===== src/rtl/matrix_pkg.sv =====
// Shared defaults and pixel addressing for the LED matrix scan driver.
package matrix_pkg;

  localparam int unsigned DEF_ROWS          = 7;
  localparam int unsigned DEF_COLS          = 5;
  localparam int unsigned DEF_SCAN_DIV      = 1000;
  localparam int unsigned DEF_SCROLL_FRAMES = 16;

  // Flat bit position of pixel (column c, row r) inside an image vector.
  function automatic int unsigned pix_idx(input int unsigned c,
                                          input int unsigned r,
                                          input int unsigned rows);
    return c * rows + r;
  endfunction

endpackage


===== src/rtl/matrix_scan_timer.sv =====
// Column scan timing: per-column hold divider, column index, frame boundary and frame_start.
module scan_timer
  import matrix_pkg::*;
#(
  parameter int unsigned COLS     = DEF_COLS,
  parameter int unsigned SCAN_DIV = DEF_SCAN_DIV,
  localparam int unsigned CW      = (COLS > 1) ? $clog2(COLS) : 1,
  localparam int unsigned DW      = $clog2(SCAN_DIV)
)(
  input  logic            clk,
  input  logic            rst,
  output logic [CW-1:0]   o_col_idx,
  output logic [COLS-1:0] o_col_sel,
  output logic            o_frame_tick,
  output logic            o_frame_start
);

  logic [DW-1:0]   r_div;
  logic [CW-1:0]   r_col;
  logic [COLS-1:0] r_col_sel;
  logic            r_tick_d;
  logic            r_frame_start;
  logic            w_div_tc;
  logic            w_last_col;

  assign w_div_tc   = (r_div == DW'(SCAN_DIV - 1));
  assign w_last_col = (r_col == CW'(COLS - 1));

  always_ff @(posedge clk) begin
    if (rst) begin
      r_div         <= '0;
      r_col         <= '0;
      r_col_sel     <= COLS'(1);
      r_tick_d      <= 1'b0;
      r_frame_start <= 1'b0;
    end else begin
      r_div <= w_div_tc ? '0 : r_div + DW'(1);
      if (w_div_tc)
        r_col <= w_last_col ? '0 : r_col + CW'(1);
      r_col_sel     <= COLS'(1) << r_col;
      // Boundary -> column 0 one cycle later -> col_sel bit 0 one cycle after that.
      r_tick_d      <= w_div_tc && w_last_col;
      r_frame_start <= r_tick_d;
    end
  end

  assign o_col_idx     = r_col;
  assign o_col_sel     = r_col_sel;
  assign o_frame_tick  = w_div_tc && w_last_col;
  assign o_frame_start = r_frame_start;

endmodule


===== src/rtl/matrix_scan_driver.sv =====
// LED matrix scan driver: serial back buffer, commit-at-frame-boundary publish, optional left scroll.
module matrix_scan_driver
  import matrix_pkg::*;
#(
  parameter int unsigned ROWS          = DEF_ROWS,
  parameter int unsigned COLS          = DEF_COLS,
  parameter int unsigned SCAN_DIV      = DEF_SCAN_DIV,
  parameter int unsigned SCROLL_FRAMES = DEF_SCROLL_FRAMES
)(
  input  logic            clk,
  input  logic            rst,
  input  logic            wr_valid,
  input  logic            wr_bit,
  input  logic            commit,
  input  logic            scroll_en,
  input  logic            invert,
  output logic [COLS-1:0] col_sel,
  output logic [ROWS-1:0] row_data,
  output logic            frame_start,
  output logic            wr_full,
  output logic            commit_pending,
  output logic            commit_err
);

  localparam int unsigned N  = ROWS * COLS;
  localparam int unsigned NW = $clog2(N + 1);
  localparam int unsigned IW = $clog2(N);
  localparam int unsigned CW = (COLS > 1) ? $clog2(COLS) : 1;
  localparam int unsigned SW = (SCROLL_FRAMES > 1) ? $clog2(SCROLL_FRAMES) : 1;

  logic [N-1:0]    r_back;
  logic [N-1:0]    r_active;
  logic [NW-1:0]   r_cnt;
  logic [SW-1:0]   r_scroll;
  logic            r_pending;
  logic            r_err;
  logic [ROWS-1:0] r_row_data;

  logic [CW-1:0]   w_col_idx;
  logic            w_frame_tick;
  logic            w_full;
  logic            w_publish;
  logic            w_scroll_due;
  logic            w_rotate;
  logic [IW-1:0]   w_base;

  scan_timer #(
    .COLS     (COLS),
    .SCAN_DIV (SCAN_DIV)
  ) u_scan_timer (
    .clk           (clk),
    .rst           (rst),
    .o_col_idx     (w_col_idx),
    .o_col_sel     (col_sel),
    .o_frame_tick  (w_frame_tick),
    .o_frame_start (frame_start)
  );

  assign w_full       = (r_cnt == NW'(N));
  assign w_publish    = w_frame_tick && r_pending;
  assign w_scroll_due = (r_scroll == SW'(SCROLL_FRAMES - 1));
  assign w_rotate     = w_frame_tick && scroll_en && !r_pending && w_scroll_due;
  assign w_base       = IW'(pix_idx(32'(w_col_idx), 0, ROWS));

  always_ff @(posedge clk) begin
    if (rst) begin
      r_back     <= '0;
      r_active   <= '0;
      r_cnt      <= '0;
      r_scroll   <= '0;
      r_pending  <= 1'b0;
      r_err      <= 1'b0;
      r_row_data <= '0;
    end else begin
      if (wr_valid)
        r_back <= {r_back[N-2:0], wr_bit};

      // A write landing on the publish cycle is the first bit of the next image.
      if (w_publish)
        r_cnt <= wr_valid ? NW'(1) : '0;
      else if (wr_valid && !w_full)
        r_cnt <= r_cnt + NW'(1);

      if (w_publish)
        r_pending <= 1'b0;
      else if (commit && !r_pending && w_full)
        r_pending <= 1'b1;
      r_err <= commit && !r_pending && !w_full;

      if (w_publish)
        r_active <= r_back;
      else if (w_rotate)
        r_active <= {r_active[ROWS-1:0], r_active[N-1:ROWS]};

      if (w_publish || !scroll_en)
        r_scroll <= '0;
      else if (w_frame_tick)
        r_scroll <= w_scroll_due ? '0 : r_scroll + SW'(1);

      r_row_data <= r_active[w_base +: ROWS] ^ {ROWS{invert}};
    end
  end

  assign row_data       = r_row_data;
  assign wr_full        = w_full;
  assign commit_pending = r_pending;
  assign commit_err     = r_err;

endmodule


===== config.mk =====
export PLATFORM = sky130hd
export DESIGN_NAME = matrix_scan_driver
export DESIGN_NICKNAME = d
export VERILOG_FILES = /design/src/rtl/matrix_pkg.sv /design/src/rtl/matrix_scan_timer.sv /design/src/rtl/matrix_scan_driver.sv
export SDC_FILE = /design/constraint.sdc
export NUM_CORES = 1
export LEC_CHECK = 0
export ABC_AREA = 1
export ABC_CLOCK_PERIOD_IN_PS = 1750
export CAP_MARGIN = 20
export CORE_UTILIZATION = 35
export CTS_CLUSTER_SIZE = 20
export DETAILED_ROUTE_END_ITERATION = 6
export GPL_ROUTABILITY_DRIVEN = 0
export RECOVER_POWER = 100
export SKIP_LAST_GASP = 1
export SLEW_MARGIN = 15
export SYNTH_ARGS = -nofsm -noshare
export SYNTH_HDL_FRONTEND = slang
export SYNTH_SLANG_ARGS = --single-unit

===== constraint.sdc =====
create_clock -name clk -period 1.75 [get_ports clk]
set_clock_uncertainty 0.1 [all_clocks]
set_input_delay 0.175 -clock clk [delete_from_list [all_inputs] [get_ports clk]]
set_output_delay 0.175 -clock clk [all_outputs]
set_load 0.005 [all_outputs]

### After elaboration in Yosys (flattened, before gate mapping)

Cells that the tools add are included.

| word-level totals | value |
|---|---|
| bits of input ports | 7 |
| logic and storage cells | 49 |
| output and inout bits | 16 |
| register bits after elaboration | 109 |

| cells by class | value |
|---|---|
| bitwise gates (word level) | 1 |
| multiply operators | 1 |
| equality and inequality tests | 4 |
| reduce and logical (&&, ||, !) cells | 18 |
| shift-type cells | 2 |
| mux-type cells | 7 |
| $add $sub $neg | 4 |

Operator list:

| kind | number |
|---|---|
| $mux 35 | 2 |
| $shiftx 35x7->7 | 1 |
| $mux 6 | 2 |
| $add 10x1->10 const B | 1 |
| $eq 10x10->1 const B | 1 |
| $logic_and 1x1->1 | 9 |
| $xor 7x7->7 | 1 |
| $add 6x1->6 const B | 1 |
| $eq 6x6->1 const B | 1 |
| $mul 3x3->6 const B | 1 |
| $reduce_or 2->1 | 3 |
| $shl 1x3->5 const A | 1 |
| $add 4x1->4 const B | 1 |
| $eq 4x4->1 const B | 1 |
| $mux 4 | 1 |
| $reduce_bool 2->1 | 2 |
| $add 3x1->3 const B | 1 |
| $eq 3x3->1 const B | 1 |
| $logic_not 1->1 | 3 |
| $mux 3 | 1 |
| $logic_or 1x1->1 | 1 |
| $mux 1 | 1 |

### Depth between registers and ports, before layout

| logic depth | value |
|---|---|
| depth in word-level cells | 7 |
| mapped depth | 13 |
| depth with buffers taken out | 10 |

### Modules after synthesis

A second synthesis with hierarchy kept.

| unflattened totals | value |
|---|---|
| cells, all modules | 710 |
| area, all modules | 5047.3 um2 |

Modules (own cells, without submodules):

| module | sequential area each (um2) | cells each | instances | area an instance (um2) |
|---|---|---|---|---|
| matrix_scan_driver | 1781.7 | 599 | 1 | 4202.8 |
| scan_timer | 400.4 | 111 | 1 | 844.6 |

### Worst setup path after synthesis

OpenSTA, ideal clock, no wires.

| timing path | value |
|---|---|
| path type | register -> register |
| from | reg u_scan_timer.r_col[1] (netlist: u_scan_timer.o_col_idx[1]) |
| to | reg r_active[10] |
| setup slack | -0.208 ns |
| data required time | 1.537 ns |
| buffers on the path | 3 |
| library setup time | 0.113 ns |
| cell stages (with the launch flop) | 13 |
| arrival | 1.745 ns |
| period minus slack after synthesis | 1.958 ns |
| cells stage by stage | dfxtp_1 inv_1 clkbuf_1 ha_1 nand2_1 inv_1 buf_2 nand4_1 nand2_2 buf_2 nand3_1 nand2_1 nor2_1 |

| between the ends | value |
|---|---|
| cells in the longest elaborated chain, start to end | 6 |
| elaborated cells on any way between the ends | 8 |
| those cells by class | eq/ne (1); mux (1); reduce/logical (6) |

Ends and longest elaborated chain:

| what | line | text |
|---|---|---|
| start, declared | matrix_scan_timer.sv:19 | `logic [CW-1:0] r_col;` |
| start signal, assigned | matrix_scan_timer.sv:39 | `r_col <= w_last_col ? '0 : r_col + CW'(1);` |
| $eq 3x3->1 * | matrix_scan_timer.sv:27 | `assign w_last_col = (r_col == CW'(COLS - 1));` |
| $logic_and 1x1->1 * | matrix_scan_timer.sv:49 | `assign o_frame_tick = w_div_tc && w_last_col;` |
| $logic_and 1x1->1 (3 in series) | matrix_scan_driver.sv:62 | `assign w_rotate = w_frame_tick && scroll_en && !r_pending && w_scroll_due;` |
| $reduce_bool 2->1 (no line) | - |  |
| end signal, assigned | matrix_scan_driver.sv:91 | `r_active <= r_back;` |
| end signal, assigned | matrix_scan_driver.sv:93 | `r_active <= {r_active[ROWS-1:0], r_active[N-1:ROWS]};` |
| end, declared | matrix_scan_driver.sv:32 | `logic [N-1:0] r_active;` |

Every way passes the cells marked *; elsewhere a longest branch is shown, timed or not.
A chain may end at the register's enable or synchronous reset.

### Final worst setup path

| timing path | value |
|---|---|
| from | reg u_scan_timer.r_div[0] |
| to | reg r_active[13] |

| between the ends | value |
|---|---|
| cells in the longest elaborated chain, start to end | 6 |
| elaborated cells on any way between the ends | 8 |
| those cells by class | eq/ne (1); mux (1); reduce/logical (6) |

Ends and longest elaborated chain:

| what | line | text |
|---|---|---|
| start, declared | matrix_scan_timer.sv:18 | `logic [DW-1:0] r_div;` |
| start signal, assigned | matrix_scan_timer.sv:37 | `r_div <= w_div_tc ? '0 : r_div + DW'(1);` |
| $eq 10x10->1 * | matrix_scan_timer.sv:26 | `assign w_div_tc = (r_div == DW'(SCAN_DIV - 1));` |
| $logic_and 1x1->1 * | matrix_scan_timer.sv:49 |  |
| $logic_and 1x1->1 (3 in series) | matrix_scan_driver.sv:62 |  |
| $reduce_bool 2->1 (no line) | - |  |

Marks and branches as above.

==> summary.md <==
| Metric | Value |
|---|---|
| RSZ-0062 raised after global routing | yes |
| Worst skew pair latency | 0.35 ns |
| I/O Buffers | 22 |
| All-Layer GR Usage | 18.7% |
| Hold Path Depth | 3 |
| Total detailed-routing wirelength | 13000 um |
| Fin util | ~46% |
| Top post-synthesis cells by area | dfxtp_1 (45%), nor2_1 (14%), nand2_1 (9.8%) |
| Met1 Use GR | 24.6% |
| First-pass GRT wire length | 21200 um |
| Grt met3 use | 3.90% |
| Busiest grt layer | met2 |
| Critical-path cell list | ha_4, nand2_2, inv_2, nand3_2, nor2_4, nand4_1, nand2_4, buf_8, clkbuf_16, nand3_1, nand2_1, nor2_1 |
| Detail Route Antenna Nets | 0 |
| Total power | 4.91 mW |
| Post-synthesis mux area share | 0% |
| Critical path depth in cells | 12 |
| Vias in the first global route | 4333 |
| Setup Viol. Count Final | 32 |
| Routed vias/inst | 5.19 |
| Antenna cells | 0 |
| FF-to-FF path depth | 12 |
| Maxcap violations | 0 |
| Endpoint, Worst Hold | r_back[0]$_SDFFE_PP0P_ |
| Final worst path period share | 104% |
| Compound-gate portion of the synthesized area | 8.53% |
| GR Util met2 | 29.7% |
| I/O pin cnt | 23 |
| Comb pwr share | 5.5% |
| Top cell type's share of synthesized area | 45.1% |
| H-Tree Depth | 3 |
| Die Area | about 0.014 mm2 |
| Static Leak | 2.26 nW |
| Buf/Inv on CP | 3 |
| Nature of the critical path endpoint | flop |
| Fraction of the mapped netlist area in adder cells | 1.29% |
| DRC violations left | 0 |
| Die Y | 120 um |
| Worst-Margin Slew | 0.428 ns |
| Fin. max-slew vios | 0 |
| Hold WC Path Type | in -> reg |
| Setup CP Type | reg -> reg |
| Nets | 740 |
| Worst-path clk slew | around 0.070 ns |
| Final worst slack | -0.0773 ns |
| Syn Nets | 705 |
| Total gr overflow | 0 |
| Post-synth EDFFs | 0 |
| Critical path arrival | 1.98 ns |
| Sequential cell area | 0.00219 mm2 |
| Post-synthesis async set-or-reset flop share | 0% |
| Die W | approximately 120 um |
| Post-synth cell types | 29 |
| Starting Density | 36.2% |
| Finished Layout Cells | ~900 |
| Register area share after synthesis | between 40% and 50% |
| Std-Cell Rows | 42 |
| Total Neg Setup Slack | -1.35 ns |
| CTS tree | built |
| Via Count | ~4700 |
| Mean cell area of the mapped netlist | ~7 um2 |
| Outcome | finished with violations |
| Layout area overhead | 27.4% |
| Combinational family with the most area after synthesis | simple AND/OR/NAND/NOR gates |
| Endpoints failing hold | 0 |
| FMAX | ~550 MHz |
| Slew HR | between 70% and 80% |
| Synth area leader | dfxtp_1 |
| Crit path max-delay family | simple AND/OR/NAND/NOR gates |
| Most used flip-flop cell after synthesis | dfxtp_1 |
| Fillers | 1322 |
| Multi-input logic area | 0.00251 mm2 |
| Worst EP required | 1.90 ns |
| Fraction of layout cells with a size suffix above 1 | 15.7% |
| Reg2reg end | r_active[13]$_SDFFE_PP0P_ |
| Netlist Area Pre-Place | 0.00484 mm2 |
| Clock share of power | between 40% and 50% |
| Synth Instances | 693 |
| Dpl cells | 877 |
| Largest net degree at the start of global routing | 46 |
| Internal Power | 3.79 mW |
| Simple-Gate Fraction of Synth Area | 36.8% |
| VDD IR-drop max | 0.594 mV |
| #FFs+latches synth | 109 |
| Num CTS Buffers | 9 |
| Hpwl dp | 7880 um |
| Synth warn | 0 |
| Crit-path max FO | 7 |
| Seq pwr share | 53.1% |
| CTS Buffer Depth | 2 |
| Hold path start | wr_bit |
| Most frequent cells after synthesis | nor2_1 (176), nand2_1 (126), dfxtp_1 (109) |
| Sw Ratio | 22.8% |
| Hold_ws | 0.314 ns |
| Top-count cell post-synth | nor2_1 |
| DR iter-0 viols | 401 |
| Core area | approximately 0.013 mm2 |
| Initial antenna violation count | 0 |
| NetSw | 1.12 mW |
| R2R Path Start | u_scan_timer.r_div[0]$_SDFF_PP0_ |
| CP Launch Type | flop |
| Critical path's largest stage delay | 0.36 ns |
| Failing checks | negative setup slack |
| Xor/xnor share of the synthesized area | 1.09% |
| R2R Setup Slk | -0.08 ns |
| Slowest CP cell | dfxtp_2 |
| PD cells | between 700 and 800 mW/mm2 |
| Root buffer cell | clkbuf_16 |
| DR pass1 iterations | 5 |
| Final min period | 1.83 ns |
| Drt wl/cell | 14.3 um |
| Sink Count | 109 |
[kinds of logic (layout without fill, tap and decap cells)]
| kind of cell | after synthesis | after routing |
|---|---|---|
| simple gates | 416 | 416 |
| xor+xnor | 6 | 6 |
| flops | 109 | 109 |
| buf+inv | 77 | 116 |
| fa+ha+maj | 5 | 5 |
| compound gates | 80 | 80 |
[final cells by class]
| cell class | count | area share (%) |
|---|---|---|
| sequential | 109 | 35.5 |
| clock buffer | 13 | 4.55 |
| timing repair buffer | 72 | 13.5 |
| multi-input combinational | 507 | 40.7 |
| tap | 176 | 3.57 |
| clock inverter | 2 | 0.264 |
| inverter | 29 | 1.81 |
[cells in the final DEF, fill, tap and decap left out, drive strengths merged, types with 17 or more instances in the layout]
master,count
nand3,63
nand4,39
dfxtp,109
nand2,128
buf,46
inv,27
o21ai,55
nor2,177
a21oi,20
clkdlybuf4s50,20
clkbuf,17
[sequential cells by signal, indices dropped and copies added (netlist names)]
register,count
r_active,35
u_scan_timer.r_div,10
r_cnt,6
r_scroll,4
commit_pending,1
u_scan_timer.r_tick_d,1
r_back,35
u_scan_timer.o_frame_start,1
u_scan_timer.o_col_idx,3
u_scan_timer.o_col_sel,5
commit_err,1
row_data,7
[metal layers]
metal | vias to the layer above | wire length [um]
li1 | 2351 | -
met1 | 2199 | 5930
met2 | 142 | 6070
met3 | 16 | 797
met4 | 0 | 204
met5 | - | 0
[power by group through the flow]
stage	Clock [mW]	Sequential (mW)	Combinational, mW
after floorplan	0	2.64	0.163
after global placement	0	2.66	0.260
after detailed placement	0	2.66	0.266
after CTS	2.05	2.61	0.272
after global routing	2.17	2.61	0.310
final	2.03	2.61	0.270
[through the flow]
| step | cell area (um2) | setup WS (ns) |
|---|---|---|
| global route | 6160 | -0.153 |
| CTS | 6050 | -0.0958 |
| global placement | 5380 | -0.0273 |
| finish | 6160 | -0.0773 |
| floorplan | 4920 | 0.00777 |
| detailed placement | 5380 | -0.118 |
[repair_timing]
| action | in CTS | in global routing |
|---|---|---|
| setup endpoints to repair | 50 | 58 |
| buffers inserted | 11 | 0 |
| cloned | 6 | 3 |
| gates resized for setup | 36 | 30 |
| hold endpoints to repair | 0 | 0 |
| hold buffers | 0 | 0 |
| pin swaps | 6 | 10 |
[how the worst max path moves through the flow]
stage,startpoint,end
2_1_floorplan,u_scan_timer.o_col_idx[0]$_SDFFE_PP0P_,r_active[10]$_SDFFE_PP0P_
5_1_grt,u_scan_timer.r_div[0]$_SDFF_PP0_,r_active[28]$_SDFFE_PP0P_
3_5_place_dp,u_scan_timer.r_div[0]$_SDFF_PP0_,r_active[33]$_SDFFE_PP0P_
3_3_place_gp,u_scan_timer.r_div[0]$_SDFF_PP0_,r_active[31]$_SDFFE_PP0P_
4_1_cts,u_scan_timer.r_div[1]$_SDFF_PP0_,r_active[11]$_SDFFE_PP0P_
6_report,u_scan_timer.r_div[0]$_SDFF_PP0_,r_active[13]$_SDFFE_PP0P_
[worst reg2reg max path: cells and delay by family (launching register included)]
| family | cells | cell delay, ns |
|---|---|---|
| flops | 1 | 0.36 |
| fa+ha+maj | 1 | 0.14 |
| buf+inv | 3 | 0.37 |
| simple gates | 8 | 0.77 |
Power figures use the tool's default switching activity.
